File: config.mk
export PLATFORM = sky130hd
export DESIGN_NAME = param_registers
export DESIGN_NICKNAME = d
export VERILOG_FILES = /design/src/rtl/param_registers.sv
export SDC_FILE = /design/constraint.sdc
export NUM_CORES = 2
export LEC_CHECK = 0
export BUFFER_PORTS_ARGS = -buffer_cell sky130_fd_sc_hd__clkbuf_2
export CAP_MARGIN = 10
export CELL_PAD_IN_SITES_DETAIL_PLACEMENT = 0
export CELL_PAD_IN_SITES_GLOBAL_PLACEMENT = 1
export CORE_MARGIN = 2
export CORE_UTILIZATION = 45
export CTS_CLUSTER_SIZE = 10
export DETAILED_ROUTE_END_ITERATION = 16
export PLACE_DENSITY_LB_ADDON = 0.08
export SYNTH_ARGS = -nofsm -noshare
export SYNTH_HDL_FRONTEND = slang
export SYNTH_SLANG_ARGS = --single-unit
File: constraint.sdc
create_clock -name i_CLK -period 42.7 [get_ports i_CLK]
set_clock_uncertainty 0.15 [all_clocks]
set_input_delay 4.27 -clock i_CLK [delete_from_list [all_inputs] [get_ports i_CLK]]
set_output_delay 4.27 -clock i_CLK [all_outputs]
set_load 0.1 [all_outputs]
File: src/rtl/param_registers.sv
// Parameterised two-write / two-read register file with a per-register
// pending (busy) scoreboard. After reset it walks every register to zero,
// one per cycle, before accepting traffic.
//
// state   | meaning
// --------+------------------------------------------------------------
// ST_INIT | clear sequence running; writes/busy-set ignored, reads 0
// ST_RUN  | normal operation until the next reset
module param_registers #(
   parameter int DATA_W   = 32,
   parameter int ADDR_W   = 5,
   parameter int ZERO_REG = 1,
   parameter int BYPASS   = 1
) (
   input  logic              i_CLK,
   input  logic              i_RST,
   input  logic              i_RegWrite0,
   input  logic              i_RegWrite1,
   input  logic [ADDR_W-1:0] i_Write_Reg_Addr0,
   input  logic [ADDR_W-1:0] i_Write_Reg_Addr1,
   input  logic [DATA_W-1:0] i_Write_Reg_Data0,
   input  logic [DATA_W-1:0] i_Write_Reg_Data1,
   input  logic [ADDR_W-1:0] i_Read_Reg_Addr1,
   input  logic [ADDR_W-1:0] i_Read_Reg_Addr2,
   output logic [DATA_W-1:0] o_Read_Reg_Data1,
   output logic [DATA_W-1:0] o_Read_Reg_Data2,
   input  logic              i_Busy_Set,
   input  logic [ADDR_W-1:0] i_Busy_Addr,
   output logic              o_Busy1,
   output logic              o_Busy2,
   output logic              o_Init_Done
);

   localparam int DEPTH = 1 << ADDR_W;

   typedef enum logic {
      ST_INIT = 1'b0,
      ST_RUN  = 1'b1
   } state_t;

   state_t            state_q, state_d;
   logic [ADDR_W-1:0] clr_cnt_q, clr_cnt_d;
   logic [DATA_W-1:0] regs_q [DEPTH];
   logic [DATA_W-1:0] regs_d [DEPTH];
   logic [DEPTH-1:0]  busy_q, busy_d;

   logic              run;
   logic              we0, we1;
   logic              busy_set_ok;
   logic [ADDR_W-1:0] rd_addr [2];
   logic [DATA_W-1:0] rd_data [2];
   logic              rd_busy [2];
   logic [1:0]        hit0, hit1;

   assign run = (state_q == ST_RUN);

   // Register 0 is never written when hardwired, so a gated enable covers
   // storage, scoreboard clear and forwarding in one place.
   assign we0 = run && i_RegWrite0 && !((ZERO_REG != 0) && (i_Write_Reg_Addr0 == '0));
   assign we1 = run && i_RegWrite1 && !((ZERO_REG != 0) && (i_Write_Reg_Addr1 == '0));
   assign busy_set_ok = run && i_Busy_Set && !((ZERO_REG != 0) && (i_Busy_Addr == '0));

   assign rd_addr[0] = i_Read_Reg_Addr1;
   assign rd_addr[1] = i_Read_Reg_Addr2;

   assign hit0[0] = we0 && (i_Write_Reg_Addr0 == i_Read_Reg_Addr1);
   assign hit0[1] = we0 && (i_Write_Reg_Addr0 == i_Read_Reg_Addr2);
   assign hit1[0] = we1 && (i_Write_Reg_Addr1 == i_Read_Reg_Addr1);
   assign hit1[1] = we1 && (i_Write_Reg_Addr1 == i_Read_Reg_Addr2);

   // Next state and clear counter: one register cleared per INIT cycle.
   always_comb begin
      state_d   = state_q;
      clr_cnt_d = clr_cnt_q;
      if (state_q == ST_INIT) begin
         clr_cnt_d = clr_cnt_q + 1'b1;
         if (clr_cnt_q == {ADDR_W{1'b1}}) begin
            state_d = ST_RUN;
         end
      end
   end

   // Storage update: clear during INIT, port 1 written last so it wins a collision.
   always_comb begin
      regs_d = regs_q;
      if (state_q == ST_INIT) begin
         regs_d[clr_cnt_q] = '0;
      end else begin
         if (we0) regs_d[i_Write_Reg_Addr0] = i_Write_Reg_Data0;
         if (we1) regs_d[i_Write_Reg_Addr1] = i_Write_Reg_Data1;
      end
   end

   // Scoreboard update: writes clear, busy-set applied last so it wins.
   always_comb begin
      busy_d = busy_q;
      if (we0) busy_d[i_Write_Reg_Addr0] = 1'b0;
      if (we1) busy_d[i_Write_Reg_Addr1] = 1'b0;
      if (busy_set_ok) busy_d[i_Busy_Addr] = 1'b1;
      if (ZERO_REG != 0) busy_d[0] = 1'b0;
   end

   // Combinational read ports with optional same-cycle forwarding.
   always_comb begin
      for (int p = 0; p < 2; p++) begin
         rd_data[p] = regs_q[rd_addr[p]];
         rd_busy[p] = busy_q[rd_addr[p]];
         if (BYPASS != 0) begin
            if (hit1[p]) begin
               rd_data[p] = i_Write_Reg_Data1;
            end else if (hit0[p]) begin
               rd_data[p] = i_Write_Reg_Data0;
            end
            if (hit0[p] || hit1[p]) rd_busy[p] = 1'b0;
         end
         if (!run || ((ZERO_REG != 0) && (rd_addr[p] == '0))) begin
            rd_data[p] = '0;
            rd_busy[p] = 1'b0;
         end
      end
   end

   assign o_Read_Reg_Data1 = rd_data[0];
   assign o_Read_Reg_Data2 = rd_data[1];
   assign o_Busy1          = rd_busy[0];
   assign o_Busy2          = rd_busy[1];
   assign o_Init_Done      = run;

   // State, counter, scoreboard and storage registers; reset leaves storage
   // alone (the clear sequence zeroes it) and drops any write in that cycle.
   always_ff @(posedge i_CLK) begin
      if (i_RST) begin
         state_q   <= ST_INIT;
         clr_cnt_q <= '0;
         busy_q    <= '0;
      end else begin
         state_q   <= state_d;
         clr_cnt_q <= clr_cnt_d;
         busy_q    <= busy_d;
         regs_q    <= regs_d;
      end
   end

endmodule

---- After elaboration in Yosys (flattened, before gate mapping) ----
Cells that the tools add are included.
storage, ports and cells
  bits in registers ....................... 1062
  input bits .............................. 94
  output and inout bits ................... 67
operators by class
  $add $sub $neg .......................... 1
  magnitude comparators ................... 16
  eq/ne operators ......................... 5
  muxes and demuxes ....................... 43
  bitwise gates (word level) .............. 12
  reduce and logical (&&, ||, !) cells .... 29
operators by type and width
  cell                                                                                  count
  1024-bit 2-to-1 mux                                                                   4
  1024-bit bitwise mux                                                                  2
  1024-bit bitwise AND                                                                  1
  1024-bit inverter                                                                     1
  32-bit 2-to-1 mux                                                                     16
  32-bit demux with 5-bit select                                                        3
  32-bit binary-select mux with 5-bit select                                            2
  32-bit bitwise AND                                                                    2
  32-bit inverter                                                                       2
  32-bit OR                                                                             1
  6-bit greater-or-equal comparator (second input constant)                             5
  5-bit by 6-bit < comparator with 1-bit output (second input constant)                 5
  5-bit inverter with 6-bit output                                                      5
  5-bit zero test                                                                       5
  5-bit == test                                                                         4
  6-bit by 1-bit < comparator with 1-bit output (second input constant)                 3
  1-bit logical AND                                                                     16
  1-bit demux with 5-bit select                                                         3
  5-bit by 1-bit greater-or-equal comparator with 1-bit output (second input constant)  3
  1-bit 2-to-1 mux                                                                      11
  1-bit binary-select mux with 5-bit select                                             2
  5-bit by 1-bit adder with 5-bit output (second input constant)                        1
  5-bit == test (second input constant)                                                 1
  1-bit zero test                                                                       4
  1-bit logical OR                                                                      4

---- Longest topological paths before layout ----
  depth in word-level cells ............... 11
  depth in mapped cells ................... 10

---- Worst setup path before layout ----
No wires, ideal clock.
  path type ............................... input to register
  start ................................... in i_RST
  end ..................................... reg regs_q[0] (netlist name), enable pin
  setup time .............................. 1.356 ns
  arrival ................................. 24.278 ns
  slack ................................... 16.916 ns
  stages on the path ...................... 3
  buffers on the path ..................... 2
  path through ............................ clkbuf_1 > clkbuf_1 > inv_1
RTL lines
  item                    RTL line  RTL
  start: declaration      16        input logic i_RST,
  end signal: assignment  140       regs_q <= regs_d;
  end: declaration        43        logic [DATA_W-1:0] regs_q [DEPTH];
No word-level cell between the ends.

---- Final worst setup path ----
  start ................................... in i_Read_Reg_Addr1[2]
  end ..................................... out o_Read_Reg_Data1[17]
between the ends
  cells in the longest elaborated chain, start to end .. 7
  elaborated cells on any way between the ends .. 13
RTL lines
  item                                                    RTL line  RTL
  start: declaration                                      23        input logic [ADDR_W-1:0] i_Read_Reg_Addr1,
  5-bit inverter with 6-bit output (not written as such)  106       rd_data[p] = regs_q[rd_addr[p]];
  32-bit binary-select mux with 5-bit select              106
  32-bit 2-to-1 mux (not written as such) (2 in a row)    106
  32-bit 2-to-1 mux                                       111       end else if (hit0[p]) begin
  32-bit 2-to-1 mux                                       109       if (hit1[p]) begin
  32-bit 2-to-1 mux *                                     116       if (!run || ((ZERO_REG != 0) && (rd_addr[p] == '0))) begin
  end: declaration                                        25        output logic [DATA_W-1:0] o_Read_Reg_Data1,
Mark *: on every way between the ends. The rest lies on a longest branch, timed or not. The select of a mux whose other input is x is not followed.

==> results.sh <==
export IMPL_worstMarginPinSlew_ns=1.43
export IMPL_rsz0062_at_grt="no"
export IMPL_ys_ff_latch=1061
export IMPL_grt_pass1_wl_mm=549
export IMPL_synth_warnings=0
export IMPL_post_cts_buffers=0
export IMPL_syn_nets=8303
export IMPL_finalCritPeriodShare_pct=33.9
export IMPL_htreeDepth=4
export IMPL_gp_congestion=0.965
export IMPL_p_leak_nw=29.8
export IMPL_drive_gt1_share_pct=16.4
export IMPL_initial_utilization_pct=45.4
export IMPL_slew_viol_final=0
export IMPL_die_height_um=426
export IMPL_cellPowerDensity_nw_per_um2=32.8
export IMPL_fillers=16200
export IMPL_drt_vias_per_instance=7.51
export IMPL_yosysUniqueCellTypes=77
export IMPL_ant_nets=0
export IMPL_setup_viol=0
export IMPL_via_count=76700
export IMPL_drt_wl_total_mm=393
export IMPL_clk_latency_ns=0.82
export IMPL_cp_arrival_ns=10.05
export IMPL_grt_remaining_overflow=0
export IMPL_dr_pass1_iters=7
export IMPL_cts_clk_slew_worst_paths_ns=0.05
export IMPL_max_stage_delay_ns=0.98
export IMPL_syn_to_final_growth_pct=8.22
export IMPL_die_x_um=426
export IMPL_synth_main_ff_cell="edfxtp_1"
export IMPL_finalNetCount=7847
export IMPL_tns_ns=0
export IMPL_io_pins=161
export IMPL_synthTopCellsByArea="edfxtp_1 38%, mux2i_1 7.9%, mux4_2 7.9%"
export IMPL_cts_buffers=137
export IMPL_dp_hpwl_mm=232
export IMPL_fin_crit_ns=14.47
export IMPL_yosys_area_top_type="edfxtp_1"
export IMPL_async_flop_share_pct=0
export IMPL_port_buffers=160
export IMPL_crit_chain="buf_8 -> buf_12 -> buf_4 -> buf_4 -> mux2i_1 -> a22o_1 -> o31ai_1 -> nor3_1 -> o211ai_1 -> clkbuf_2"
export IMPL_cts_resized=0
export IMPL_critPathRequiredTime_ns=38.28
export IMPL_hold_violations=0
export IMPL_relSlewSlack_pct=3.55
export IMPL_cts_hold_buffers=0
export IMPL_grtUsageTotal_pct=42.1
export IMPL_cts_tree="yes"
export IMPL_yosysSeqAreaShare_pct=39.3
export IMPL_critPathMostFrequentCell="buf_4"
export IMPL_first_iter_violations=13000
export IMPL_cts_sinks=1061
export IMPL_syn_area_um2=80200
export IMPL_startpoint_type="primary input"
export IMPL_synth_top_area_share_pct=38.4
export IMPL_cts_root_buf="clkbuf_16"
export IMPL_criticalPathCategory="in2out"
export IMPL_avgSynthCellArea_um2=9.77
export IMPL_grt_max_degree=152
export IMPL_irDropWorstVdd_uv=26.1
export IMPL_crit_path_top_delay_cell="o31ai_1"
export IMPL_route_detailed_drc=0
export IMPL_syn_inst=8204
export IMPL_synth_edff_count=1024
export IMPL_worst_path_max_fanout=114
export IMPL_fmaxAchievable_mhz=69.1
export IMPL_rows=154
export IMPL_core_area_um2=176000
export IMPL_cpLargestDelayFamily="buffers and inverters"
export IMPL_status="complete, no violations"
export IMPL_die_area_um2=182000
export IMPL_path_buf_inv=5
export IMPL_antenna_found_initial=24
export IMPL_cts_buffer_depth=3
export IMPL_drv_cap=0
export IMPL_wire_per_inst_um=38.5
export IMPL_grt_pass1_vias=71500
export IMPL_hold_ws_ns=0.331
export IMPL_hp_class="reg2reg"
export IMPL_end_kind="output port"
[power breakdown]
part / internal [mW] / switching (mW)
Clock: 0.635 / 0.499
Sequential: 1.22 / 0.0597
Combinational: 0.171 / 0.265
Total: 2.03 / 0.824
[path summary, 6_finish.rpt]
check / start / to / slack, ns / depth (start not counted)
min reg2reg: busy_q[29] / busy_q[29] / 0.33 / 2
max reg2reg: o_Init_Done / regs_q[780] / 37.22 / 8
max: i_Read_Reg_Addr1[2] / o_Read_Reg_Data1[17] / 28.23 / 10
min: busy_q[29] / busy_q[29] / 0.33 / 2
[cell families after synthesis]
| kind of cell | synth area share (%) |
|---|---|
| AND/OR/NAND/NOR | 9.66 |
| buffers and inverters | 5.50 |
| adder cells (fa/ha/maj) | 0.0780 |
| AO/OA/AOI/OAI | 26.0 |
| flip-flops | 39.3 |
| XOR/XNOR | 0.251 |
| multiplexers | 19.3 |
[sequential cells by signal, summed over array words and instances (netlist names)]
name         flops
regs_q        1024
busy_q          31
clr_cnt_q        5
o_Init_Done      1
[metrics by stage]
stage | cells | cell area, um2 | util [%] | setup WS [ns] | power, mW
floorplan | 8204 | 80200 | - | 16.92 | 1.59
global placement | 9946 | 82600 | 46.8 | 28.58 | 1.70
detailed placement | 9946 | 82600 | 46.8 | 28.54 | 1.71
CTS | 10200 | 86700 | 49.1 | 28.56 | 2.83
global route | 10200 | 86700 | 49.1 | 28.48 | 2.90
finish | 10200 | 86800 | 49.2 | 28.23 | 2.85
[Yosys cell counts (77+ instances only)]
cell and count:
clkbuf_1 734, nor2_1 606, buf_2 226, o21ai_0 816
mux2i_1 633, mux4_2 280, o22ai_1 133, nand3_1 117
nand2_1 716, a22o_1 682, o211ai_1 82, a21oi_1 506
a31oi_1 141, nor3_1 139, a22oi_1 77, edfxtp_1 1024
o2bb2ai_1 169, mux2_2 248, o31ai_1 216
[area by class of cell]
class | instances | area [um2] | share of cell area [%]
multi-input combinational | 6065 | 45000 | 51.9
clock inverter | 38 | 234 | 0.270
inverter | 34 | 135 | 0.156
antenna | 24 | 60.1 | 0.0692
tap | 2340 | 2930 | 3.37
clock buffer | 190 | 3820 | 4.40
timing repair buffer | 449 | 3070 | 3.54
sequential | 1061 | 31500 | 36.3
[worst min-delay path, delay by kind of cell, from the launching register on]
kind / cells / cell delay, ns
AO/OA/AOI/OAI: 1 / 0.05
flip-flops: 1 / 0.32
AND/OR/NAND/NOR: 1 / 0.06
[placed cells by master, fill, tap and decap left out, drive strengths merged, types with 280 or more instances in the layout]
cell and n:
mux2i 633, a22o 682, clkbuf 347, nand2 716, edfxtp 1024, mux4 280
nor2 614, buf 292, a21oi 506, o21ai 860
[layer usage]
layer | global-route usage [%] | wire length (um) | vias up
met2 | 60.7 | 166000 | 6273
met3 | 10.6 | 48600 | 1271
met4 | 31.5 | 33400 | 8
li1 | - | - | 31000
met1 | 54.3 | 145000 | 38100
met5 | 0.106 | 46 | -
Note: power is estimated with default switching activity, not from simulation.
